### config.mk
export PLATFORM = sky130hd
export DESIGN_NAME = regfile_bank
export DESIGN_NICKNAME = d
export VERILOG_FILES = /design/src/rtl/regfile_bank.sv
export SDC_FILE = /design/constraint.sdc
export NUM_CORES = 1
export LEC_CHECK = 0
export BUFFER_PORTS_ARGS = -buffer_cell sky130_fd_sc_hd__buf_2
export CAP_MARGIN = 20
export CORE_MARGIN = 2
export CORE_UTILIZATION = 25
export CTS_CLUSTER_SIZE = 14
export DETAILED_ROUTE_END_ITERATION = 8
export SLEW_MARGIN = 25
export SYNTH_ARGS = -nofsm -noshare
export SYNTH_HDL_FRONTEND = slang
export SYNTH_SLANG_ARGS = --single-unit
### constraint.sdc
create_clock -name clk -period 1.5 [get_ports clk]
set_input_delay 0.3 -clock clk [delete_from_list [all_inputs] [get_ports clk]]
set_output_delay 0.3 -clock clk [all_outputs]
set_load 0.05 [all_outputs]
### src/rtl/regfile_bank.sv
// Parametrised register bank on the reg_en/reg_we bus. Each slot is RW, RO (hardware input),
// W1C sticky status with rising-edge set, or TRIG (self-clearing write-1 pulse).
module regfile_bank #(
  parameter int unsigned                         NUM_REGS   = 4,
  parameter int unsigned                         DATA_WIDTH = 32,
  parameter int unsigned                         ADDR_WIDTH = 6,
  parameter logic [2*NUM_REGS-1:0]               REG_MODE   = '0,
  parameter logic [NUM_REGS*DATA_WIDTH-1:0]      RESET_VAL  = '0
) (
  input  logic                           clk,
  input  logic                           reset_n,
  input  logic                           reg_en,
  input  logic                           reg_we,
  input  logic [ADDR_WIDTH-1:0]          reg_addr,
  input  logic [DATA_WIDTH-1:0]          reg_wdata,
  output logic [DATA_WIDTH-1:0]          reg_rdata,
  output logic                           reg_rvalid,
  output logic                           reg_err,
  input  logic [NUM_REGS*DATA_WIDTH-1:0] hw_in,
  output logic [NUM_REGS*DATA_WIDTH-1:0] reg_q,
  output logic [NUM_REGS*DATA_WIDTH-1:0] trig_out,
  output logic                           irq
);

  typedef enum logic [1:0] {
    ModeRw   = 2'd0,
    ModeRo   = 2'd1,
    ModeW1c  = 2'd2,
    ModeTrig = 2'd3
  } mode_e;

  localparam logic [ADDR_WIDTH:0] NumRegsExt = (ADDR_WIDTH + 1)'(NUM_REGS);

  function automatic mode_e mode_of(int i);
    return mode_e'(REG_MODE[2*i +: 2]);
  endfunction

  // RO and TRIG slots hold no state, so they reset (and stay) at zero.
  function automatic logic [DATA_WIDTH-1:0] reset_of(int i);
    if (mode_of(i) == ModeRw || mode_of(i) == ModeW1c) begin
      return RESET_VAL[i*DATA_WIDTH +: DATA_WIDTH];
    end
    return '0;
  endfunction

  logic [DATA_WIDTH-1:0]          regs_q [NUM_REGS];
  logic [DATA_WIDTH-1:0]          regs_d [NUM_REGS];
  logic [NUM_REGS*DATA_WIDTH-1:0] hw_in_q;
  logic [NUM_REGS*DATA_WIDTH-1:0] trig_q, trig_d;
  logic [DATA_WIDTH-1:0]          rdata_q, rdata_d;
  logic                           rvalid_q, err_q, irq_q, irq_d;
  logic [NUM_REGS-1:0]            wr_sel, rd_sel;
  logic                           in_range, rd_req;

  assign in_range = {1'b0, reg_addr} < NumRegsExt;
  assign rd_req   = reg_en & ~reg_we;

  always_comb begin
    wr_sel = '0;
    rd_sel = '0;
    for (int i = 0; i < NUM_REGS; i++) begin
      if (reg_en && in_range && reg_addr == ADDR_WIDTH'(i)) begin
        if (reg_we) wr_sel[i] = 1'b1;
        else        rd_sel[i] = 1'b1;
      end
    end
  end

  always_comb begin
    rdata_d = '0;
    trig_d  = '0;
    irq_d   = 1'b0;
    for (int i = 0; i < NUM_REGS; i++) begin
      regs_d[i] = regs_q[i];
      unique case (mode_of(i))
        ModeRw: begin
          if (wr_sel[i]) regs_d[i] = reg_wdata;
          if (rd_sel[i]) rdata_d = regs_q[i];
        end
        ModeRo: begin
          regs_d[i] = '0;
          if (rd_sel[i]) rdata_d = hw_in[i*DATA_WIDTH +: DATA_WIDTH];
        end
        ModeW1c: begin
          // Set is OR-ed in after the clear so a coincident hardware edge wins.
          regs_d[i] = (regs_q[i] & ~(wr_sel[i] ? reg_wdata : '0))
                    | (hw_in[i*DATA_WIDTH +: DATA_WIDTH] & ~hw_in_q[i*DATA_WIDTH +: DATA_WIDTH]);
          irq_d = irq_d | (|regs_q[i]);
          if (rd_sel[i]) rdata_d = regs_q[i];
        end
        ModeTrig: begin
          regs_d[i] = '0;
          if (wr_sel[i]) trig_d[i*DATA_WIDTH +: DATA_WIDTH] = reg_wdata;
        end
        default: regs_d[i] = regs_q[i];
      endcase
    end
  end

  always_ff @(posedge clk or negedge reset_n) begin
    if (!reset_n) begin
      for (int i = 0; i < NUM_REGS; i++) regs_q[i] <= reset_of(i);
      hw_in_q  <= '0;
      trig_q   <= '0;
      rdata_q  <= '0;
      rvalid_q <= 1'b0;
      err_q    <= 1'b0;
      irq_q    <= 1'b0;
    end else begin
      for (int i = 0; i < NUM_REGS; i++) regs_q[i] <= regs_d[i];
      hw_in_q  <= hw_in;
      trig_q   <= trig_d;
      if (rd_req) rdata_q <= rdata_d;
      rvalid_q <= rd_req;
      err_q    <= reg_en & ~in_range;
      irq_q    <= irq_d;
    end
  end

  always_comb begin
    reg_q = '0;
    for (int i = 0; i < NUM_REGS; i++) reg_q[i*DATA_WIDTH +: DATA_WIDTH] = regs_q[i];
  end

  assign trig_out   = trig_q;
  assign reg_rdata  = rdata_q;
  assign reg_rvalid = rvalid_q;
  assign reg_err    = err_q;
  assign irq        = irq_q;

endmodule

==> results.sh, run 1 <==
export IMPL_port_buffers=203
export IMPL_syn_avg_cell_area_um2=11.8
export IMPL_grt_pass1_wl_um=39200
export IMPL_hold_violations=0
export IMPL_hp_class="input port to flip-flop"
export IMPL_critPathKind="input port to flip-flop"
export IMPL_grt_busiest_layer="met2"
export IMPL_period_minus_slack_ps=1650
export IMPL_hold_depth=2
export IMPL_drv_cap=0
export IMPL_period_share_pct=110
export IMPL_layout_drive_gt1_share_pct=46.0
export IMPL_fin_skew_ps=11.4
export IMPL_setup_viol=95
export IMPL_core_area_mm2=0.0327
export IMPL_rsz0062_at_grt="yes"
export IMPL_route_detailed_drc=0
export IMPL_start_kind="input port"
export IMPL_crit_end="reg_q[36]"
export IMPL_pin_count=461
export IMPL_drt_pass1_iterations=4
export IMPL_r2r_setup_slack_ps=270
export IMPL_antenna_found_initial=5
export IMPL_ys_flop_type="dfrtp_1"
export IMPL_synth_edf_count=0
export IMPL_grtUsageMet1_pct=19.5
export IMPL_routedWlPerCell_um=18.9
export IMPL_drv_slew=0
export IMPL_yosys_cell_types_count=25
export IMPL_grt_usage_pct=14.6
export IMPL_setup_slack_ps=-150
export IMPL_grt_pass1_vias=6163
export IMPL_rows=66
export IMPL_reg2reg_to="reg_rdata[25]"
export IMPL_clk_path_buf_depth=2
export IMPL_grt_use_met3_pct=3.89
export IMPL_use_met2_pct=23.2
export IMPL_timing_fmax_ghz=0.606
export IMPL_cp_startpoint="reg_addr[5]"
export IMPL_cts_made_buffers=17
export IMPL_viasPerCell=4.42
export IMPL_place_gp_congestion=0.787
export IMPL_yosysWarnings=0
export IMPL_clock_sinks=162
export IMPL_grt_overflow=0
export IMPL_die_w_um=187
export IMPL_async_flop_share_pct=100
export IMPL_dieHeight_um=187
export IMPL_fin_util_pct=34.0
export IMPL_p_leak_nw=5.58
export IMPL_syn_area_mm2=0.00833
export IMPL_clk_pin_slew_ps=60
export IMPL_failed_checks="negative setup slack"
export IMPL_cp_max_fo=5
export IMPL_start_util_pct=25.5
export IMPL_die_area_mm2=0.0348
export IMPL_fin_setup_tns_ps=-8080
export IMPL_timing_rr_start="reg_q[57]"
export IMPL_grt_max_degree=43
export IMPL_end_kind="flip-flop"
export IMPL_layout_area_overhead_vs_synth_pct=33.5
export IMPL_root_buffer="clkbuf_16"
export IMPL_peakVddDrop_mv=0.598
export IMPL_drtIter0Drc=245
export IMPL_layout_nets=1116
export IMPL_whs_ps=144
export IMPL_hpwl_um=18500
export IMPL_syn_inst=707
export IMPL_synth_seq_cells=162
export IMPL_p_per_area_mw_per_mm2=1120
export IMPL_fin_total_pwr_mw=12.5
export IMPL_cts_tree="done"
export IMPL_r2r_cells=3
export IMPL_ant_nets=0
export IMPL_cp_arrival_ps=1950
export IMPL_wl_um=26500
export IMPL_ys_seq_area_share_pct=48.7
export IMPL_status="finished, violations left"
export IMPL_final_area_mm2=0.0111
export IMPL_num_vias=6217
export IMPL_clk_latency_ps=430
export IMPL_fillers=3294
export IMPL_crit_required_ps=1810
export IMPL_placed_area_mm2=0.00995
export IMPL_cts_max_level=4
==> final cells by class <==
class	count	area [um2]	share of cell area, %
antenna	4	10.0	0.0900
clock buffer	21	450	4.05
clock inverter	11	130	1.17
inverter	1	3.75	0.0337
multi-input combinational	491	3940	35.4
sequential	162	4050	36.4
tap	442	553	4.97
timing repair buffer	273	1980	17.8
==> kinds of logic after synthesis <==
kind of cell / after synthesis / synth area share [%]
muxes: 129 / 17.6
other: 1 / 0.0450
AOI/OAI and AO/OA: 63 / 7.04
DFF: 162 / 48.7
and+or+nand+nor: 170 / 12.1
buffers and inverters: 182 / 14.5
==> flip-flops by register name (all words and copies together) (netlist names) <==
name and cells:
reg_err 1, reg_q 128, reg_rdata 32, reg_rvalid 1
==> cell usage after synthesis (8+ instances only) <==
library cell | count | area share [%]
buf_2 | 8 | 0.48
and2_1 | 33 | 2.5
nand3_1 | 31 | 1.9
nor3_1 | 32 | 1.9
buf_4 | 132 | 12
clkbuf_1 | 30 | 1.4
a221o_1 | 31 | 3.7
nand2b_1 | 63 | 4.7
a2111oi_0 | 31 | 3.3
buf_1 | 8 | 0.36
mux2_2 | 123 | 17
dfrtp_1 | 162 | 49
==> metal layers <==
layer	wire, um	vias to the layer above
li1	-	2736
met1	11600	3156
met2	12500	299
met3	1990	26
met4	371	0
met5	0	-
==> worst min-delay path by stage <==
stage / startpoint / end / slack [ps]
2_1_floorplan: reset_n / reg_err / 4
3_3_place_gp: reset_n / reg_q[65] / 260
3_5_place_dp: reset_n / reg_q[66] / 260
4_1_cts: reg_wdata[8] / reg_q[104] / 120
5_1_grt: reg_wdata[5] / reg_q[37] / 130
6_report: reg_wdata[8] / reg_q[104] / 140
==> through the flow <==
| step | std cells | setup slack (ps) |
|---|---|---|
| after floorplan | 835 | -458 |
| after global placement | 1354 | -591 |
| after detailed placement | 1354 | -620 |
| after CTS | 1395 | -136 |
| after global routing | 1404 | -162 |
| final | 1405 | -150 |
==> placed cells by master, fill, tap and decap left out, types with 2 or more instances in the layout <==
cell type and n:
mux2_4 82, a221o_1 31, nand2_1 4, clkinvlp_4 4, nor3_1 31, a2111oi_0 11, bufinv_16 2, clkbuf_1 3
buf_16 2, a2111oi_1 16, conb_1 129, buf_6 11, mux2_1 2, and2_1 32, a2111oi_2 4, buf_4 37
nand2b_1 62, buf_2 196, mux2_2 44, clkbuf_16 21, buf_12 21, clkinv_4 3, nand3_1 31, dfrtp_1 162
diode_2 4
==> report_power, final <==
part | total, mW | internal, mW | switching (mW)
logic | 3.19 | 0.767 | 2.42
clock network | 4.37 | 2.51 | 1.87
registers | 4.95 | 4.67 | 0.272
==> critical path: stages <==
cell and delay [ps]:
buf_6 90, or4_4 590, nor4b_4 250, buf_6 210, buf_6 170, mux2_1 340
==> what timing repair did <==
action                                 4_1_cts  5_1_grt
pin swaps                                    2        9
endpoints found under the hold margin       34        0
hold buffers                                 1        0
gates cloned                                 3        5
resized for setup                           57       47
buffers inserted                             5        3
setup endpoints to repair                   87       92
Power figures use the tool's default switching activity.
==> inputs of run 2 (changes only) <==
GPL_TIMING_DRIVEN = 0   (was not set)
==> results.sh, run 2 (synthesis gave the netlist of run 1 again) <==
export IMPL_status="finished, violations left"
export IMPL_failed_checks="negative setup slack"
export IMPL_cts_tree="done"
export IMPL_worstHoldStart="reg_wdata[6]"
export IMPL_placed_area_mm2=0.0106
export IMPL_layout_nets=1253
export IMPL_dieHeight_um=187
export IMPL_relSlewSlack_pct=29.8
export IMPL_place_gp_congestion=0.814
export IMPL_hold_depth=2
export IMPL_setup_viol=107
export IMPL_clk_path_buf_depth=2
export IMPL_period_share_pct=115
export IMPL_largest_reg_flops=128
export IMPL_reg2reg_to="reg_rdata[25]"
export IMPL_die_area_mm2=0.0348
export IMPL_port_buffers=202
export IMPL_fillers=3236
export IMPL_pre_cts_ws_ps=-1010
export IMPL_clk_pin_slew_ps=70
export IMPL_layout_drive_gt1_share_pct=53.5
export IMPL_r2r_cells=3
export IMPL_critPathKind="input port to flip-flop"
export IMPL_clock_sinks=162
export IMPL_core_area_mm2=0.0327
export IMPL_timing_fmax_ghz=0.581
export IMPL_rows=66
export IMPL_ant_nets=0
export IMPL_drv_slew=0
export IMPL_period_minus_slack_ps=1720
export IMPL_viasPerCell=4.38
export IMPL_grt_max_degree=76
export IMPL_cts_made_buffers=17
export IMPL_final_area_mm2=0.0122
export IMPL_timing_rr_start="reg_q[25]"
export IMPL_route_detailed_drc=0
export IMPL_grt_usage_pct=16.2
export IMPL_wl_um=29600
export IMPL_grt_overflow=0
export IMPL_routedWlPerCell_um=19.2
export IMPL_cp_max_fo=10
export IMPL_end_kind="flip-flop"
export IMPL_grt_pass1_wl_um=42900
export IMPL_pin_count=461
export IMPL_num_vias=6740
export IMPL_fin_total_pwr_mw=13.0
export IMPL_cts_max_level=4
export IMPL_rsz0062_at_grt="yes"
export IMPL_die_w_um=187
export IMPL_clk_latency_ps=440
export IMPL_tightest_slew_ps=1050
export IMPL_hpwl_um=20100
export IMPL_layout_area_overhead_vs_synth_pct=45.9
export IMPL_multi_input_area_mm2=0.00408
export IMPL_drt_pass1_iterations=5
export IMPL_drtIter0Drc=221
export IMPL_r2r_setup_slack_ps=210
export IMPL_final_cell_mix="buf_2, dfrtp_1, buf_4"
export IMPL_start_kind="input port"
export IMPL_cp_arrival_ps=2030
export IMPL_final_common_cell="buf_2"
export IMPL_hp_class="input port to flip-flop"
export IMPL_root_buffer="clkbuf_16"
export IMPL_drv_cap=0
export IMPL_regArea_mm2=0.00405
export IMPL_setup_slack_ps=-221
export IMPL_antenna_found_initial=4
export IMPL_start_util_pct=25.5
export IMPL_p_per_area_mw_per_mm2=1070
export IMPL_crit_required_ps=1810
export IMPL_grt_pass1_vias=6602
export IMPL_fin_setup_tns_ps=-11970
export IMPL_hold_violations=0
export IMPL_fin_skew_ps=16.7
export IMPL_min_to="reg_q[70]"
export IMPL_p_leak_nw=6.25
export IMPL_peakVddDrop_mv=0.645
[run 2: final cells by class]
cell class                 count  area share [%]
multi-input combinational    491            33.6
buffer                       179            11.5
clock buffer                  18            3.53
tap                          442            4.55
timing repair buffer         231            12.0
antenna                        4          0.0824
inverter                       1          0.0309
clock inverter                12            1.31
sequential                   162            33.4
[run 2: metal layers]
metal	wire length [um]	vias to the layer above	track usage (%)
li1	-	3024	-
met1	12600	3353	20.8
met2	14000	332	26.1
met3	2580	31	5.60
met4	408	0	4.49
met5	0	-	0
[run 2: where the power goes]
part	switching [mW]	internal (mW)
clock network	1.92	2.62
registers	0.258	4.67
logic	2.54	0.952
total	4.72	8.24
[run 2: timing repair]
action                                  4_1_cts  5_1_grt
hold buffers                                  1        0
setup buffers                                13        6
pin swaps                                    10        2
resized for setup                           139       44
endpoints found under the setup margin      155      154
hold endpoints to repair                     46        0
cloned                                        1        6
[run 2: worst max-delay path: stages]
cell     delay (ps)
buf_8            90
or4_4           590
buf_6           160
nor3b_4         220
buf_4           170
buf_8           150
mux2_2          340
[run 2: how the worst max path moves through the flow]
stage	slack [ps]	depth (start not counted)	to	from
after floorplan	-460	5	reg_q[32]	reg_addr[3]
after global placement	-2490	1	reg_q[79]	reset_n
after detailed placement	-1010	6	reg_rdata[13]	reg_addr[1]
after CTS	-200	7	reg_q[120]	reg_addr[4]
after global routing	-240	7	reg_q[120]	reg_addr[4]
final	-220	7	reg_q[120]	reg_addr[4]
[run 2: through the flow]
| stage | instances | utilization, % | hold slack (ps) |
|---|---|---|---|
| after detailed placement | 1481 | 32.5 | 139 |
| after floorplan | 835 | - | 4.41 |
| final | 1540 | 37.2 | 141 |
| after global routing | 1538 | 37.1 | 121 |
| after CTS | 1525 | 36.1 | 118 |
| after global placement | 1479 | 32.3 | 459 |
==> inputs of run 3 (changes only) <==
CORE_AREA = 2 2 181 183   (was not set)
CORE_MARGIN = not set   (was 2)
CORE_UTILIZATION = not set   (was 25)
DIE_AREA = 0 0 183 185   (was not set)
TNS_END_PERCENT = 30   (was not set)
==> results.sh, run 3 (synthesis gave the netlist of run 1 again) <==
export IMPL_pre_cts_ws_ps=-1220
export IMPL_drt_met1_wl_um=12400
export IMPL_final_cell_mix="buf_2, dfrtp_1, buf_4"
export IMPL_layout_area_overhead_vs_synth_pct=39.8
export IMPL_p_leak_nw=6.09
export IMPL_setup_slack_ps=-236
export IMPL_layout_nets=1241
export IMPL_cp_max_fo=10
export IMPL_clk_path_buf_depth=2
export IMPL_hp_class="input port to flip-flop"
export IMPL_dieHeight_um=185
export IMPL_antenna_found_initial=3
export IMPL_place_gp_congestion=0.765
export IMPL_period_minus_slack_ps=1740
export IMPL_clk_latency_ps=440
export IMPL_root_buffer="clkbuf_16"
export IMPL_p_int_mw=7.85
export IMPL_tightest_slew_ps=982
export IMPL_fin_setup_tns_ps=-14230
export IMPL_clock_sinks=162
export IMPL_pin_count=461
export IMPL_peakVddDrop_mv=0.769
export IMPL_final_area_mm2=0.0116
export IMPL_p_sw_share_pct=37.9
export IMPL_status="finished, violations left"
export IMPL_drtIter0Drc=379
export IMPL_die_area_mm2=0.0339
export IMPL_fin_skew_ps=15.9
export IMPL_hpwl_um=19800
export IMPL_start_util_pct=26.0
export IMPL_grt_pass1_vias=6162
export IMPL_whs_ps=131
export IMPL_period_share_pct=116
export IMPL_p_per_area_mw_per_mm2=1090
export IMPL_drt_pass1_iterations=5
export IMPL_viasPerCell=4.39
export IMPL_switchingPower_mw=4.79
export IMPL_clk_pin_slew_ps=80
export IMPL_route_detailed_drc=0
export IMPL_failed_checks="negative setup slack"
export IMPL_layout_drive_gt1_share_pct=51.3
export IMPL_end_kind="flip-flop"
export IMPL_max_stage_delay_ps=610
export IMPL_crit_required_ps=1820
export IMPL_setup_viol=94
export IMPL_start_kind="input port"
export IMPL_final_common_cell="buf_2"
export IMPL_grt_overflow=0
export IMPL_drv_slew=0
export IMPL_cts_tree="done"
export IMPL_relSlewSlack_pct=34.5
export IMPL_num_vias=6559
export IMPL_core_area_mm2=0.0320
export IMPL_rows=66
export IMPL_critPathKind="input port to flip-flop"
export IMPL_clkPwrFrac_pct=34.0
export IMPL_largest_reg_flops=128
export IMPL_crit_chain="buf_6 > or4_4 > buf_12 > nor3b_4 > buf_6 > buf_12 > mux2_2"
export IMPL_highest_layer="met5"
export IMPL_ant_nets=0
export IMPL_timing_fmax_ghz=0.576
export IMPL_grt_usage_pct=16.3
export IMPL_fin_util_pct=36.4
export IMPL_wl_met2_um=13300
export IMPL_grt_max_degree=72
export IMPL_routed_wl_met3_um=2380
export IMPL_cp_slowest_cell="or4_4"
export IMPL_cts_made_buffers=17
export IMPL_fillers=3169
export IMPL_die_w_um=183
export IMPL_crit_family="simple AND/OR/NAND/NOR gates"
export IMPL_crit_buf_inv=4
export IMPL_hold_violations=0
export IMPL_grt_pass1_wl_um=40600
export IMPL_drv_cap=0
export IMPL_seqPwrFrac_pct=38.9
export IMPL_combPwrFrac_pct=27.1
export IMPL_routedWlPerCell_um=19.1
export IMPL_cp_arrival_ps=2050
export IMPL_cts_max_level=4
export IMPL_placed_area_mm2=0.0104
export IMPL_port_buffers=202
export IMPL_wl_um=28500
export IMPL_rsz0062_at_grt="yes"
## run 3: cell count changes in the layout (fill, tap and decap cells not counted), moves of 4 or more
cell | before | now
mux2_2 | 46 | 68
clkbuf_1 | 9 | 16
a2111oi_1 | 4 | 11
a2111oi_2 | 19 | 8
mux2_4 | 82 | 59
a2111oi_0 | 4 | 10
clkbuf_16 | 23 | 19
## run 3: through the flow
step,power [mW],instances
floorplan,7.46,835
global placement,8.23,1445
detailed placement,8.28,1447
CTS,12.7,1490
global route,13.1,1492
finish,12.6,1493
## run 3: repair_timing
item,4_1_cts,5_1_grt
buffers inserted,11,0
gates cloned,1,2
pin swaps,4,2
setup endpoints to repair,160,114
endpoints found under the hold margin,32,0
hold buffers,1,0
gates resized for setup,118,41
## run 3: per-layer routing
metal	vias to the layer above	track usage [%]
li1	3003	-
met1	3213	21.2
met2	313	26.3
met3	26	5.09
met4	4	4.10
met5	-	0
## run 3: layout make-up
| class | count | area, um2 | area share [%] |
|---|---|---|---|
| repair buffers | 219 | 1290 | 11.0 |
| inverters | 1 | 3.75 | 0.0322 |
| clock buffers | 19 | 453 | 3.89 |
| multi-input cells | 491 | 3890 | 33.4 |
| well taps | 408 | 510 | 4.38 |
| plain buffers | 179 | 1330 | 11.4 |
| diodes | 1 | 2.50 | 0.0215 |
| clock inverters | 13 | 116 | 0.999 |
| flip-flops and latches | 162 | 4050 | 34.8 |
## run 3: worst paths after layout
check / slack [ps] / end / start / cells after the start
min in group asynchronous: 310 / reg_q[40] / reset_n / 2
hold / removal: 130 / reg_err / reg_en / 2
setup reg to reg: 290 / reg_rdata[29] / reg_q[29] / 3
setup / recovery: -240 / reg_q[112] / reg_addr[2] / 7
max in group asynchronous: 510 / reg_q[86] / reset_n / 3
hold reg to reg: 480 / reg_rdata[30] / reg_rdata[30] / 2
## run 3: power groups by stage
stage | clock network (mW) | logic (mW) | registers (mW)
final | 4.30 | 3.43 | 4.92
after global placement | 0 | 3.25 | 4.98
after floorplan | 0 | 1.43 | 6.03
after global routing | 4.57 | 3.58 | 4.96
after CTS | 4.40 | 3.39 | 4.91
after detailed placement | 0 | 3.29 | 4.99
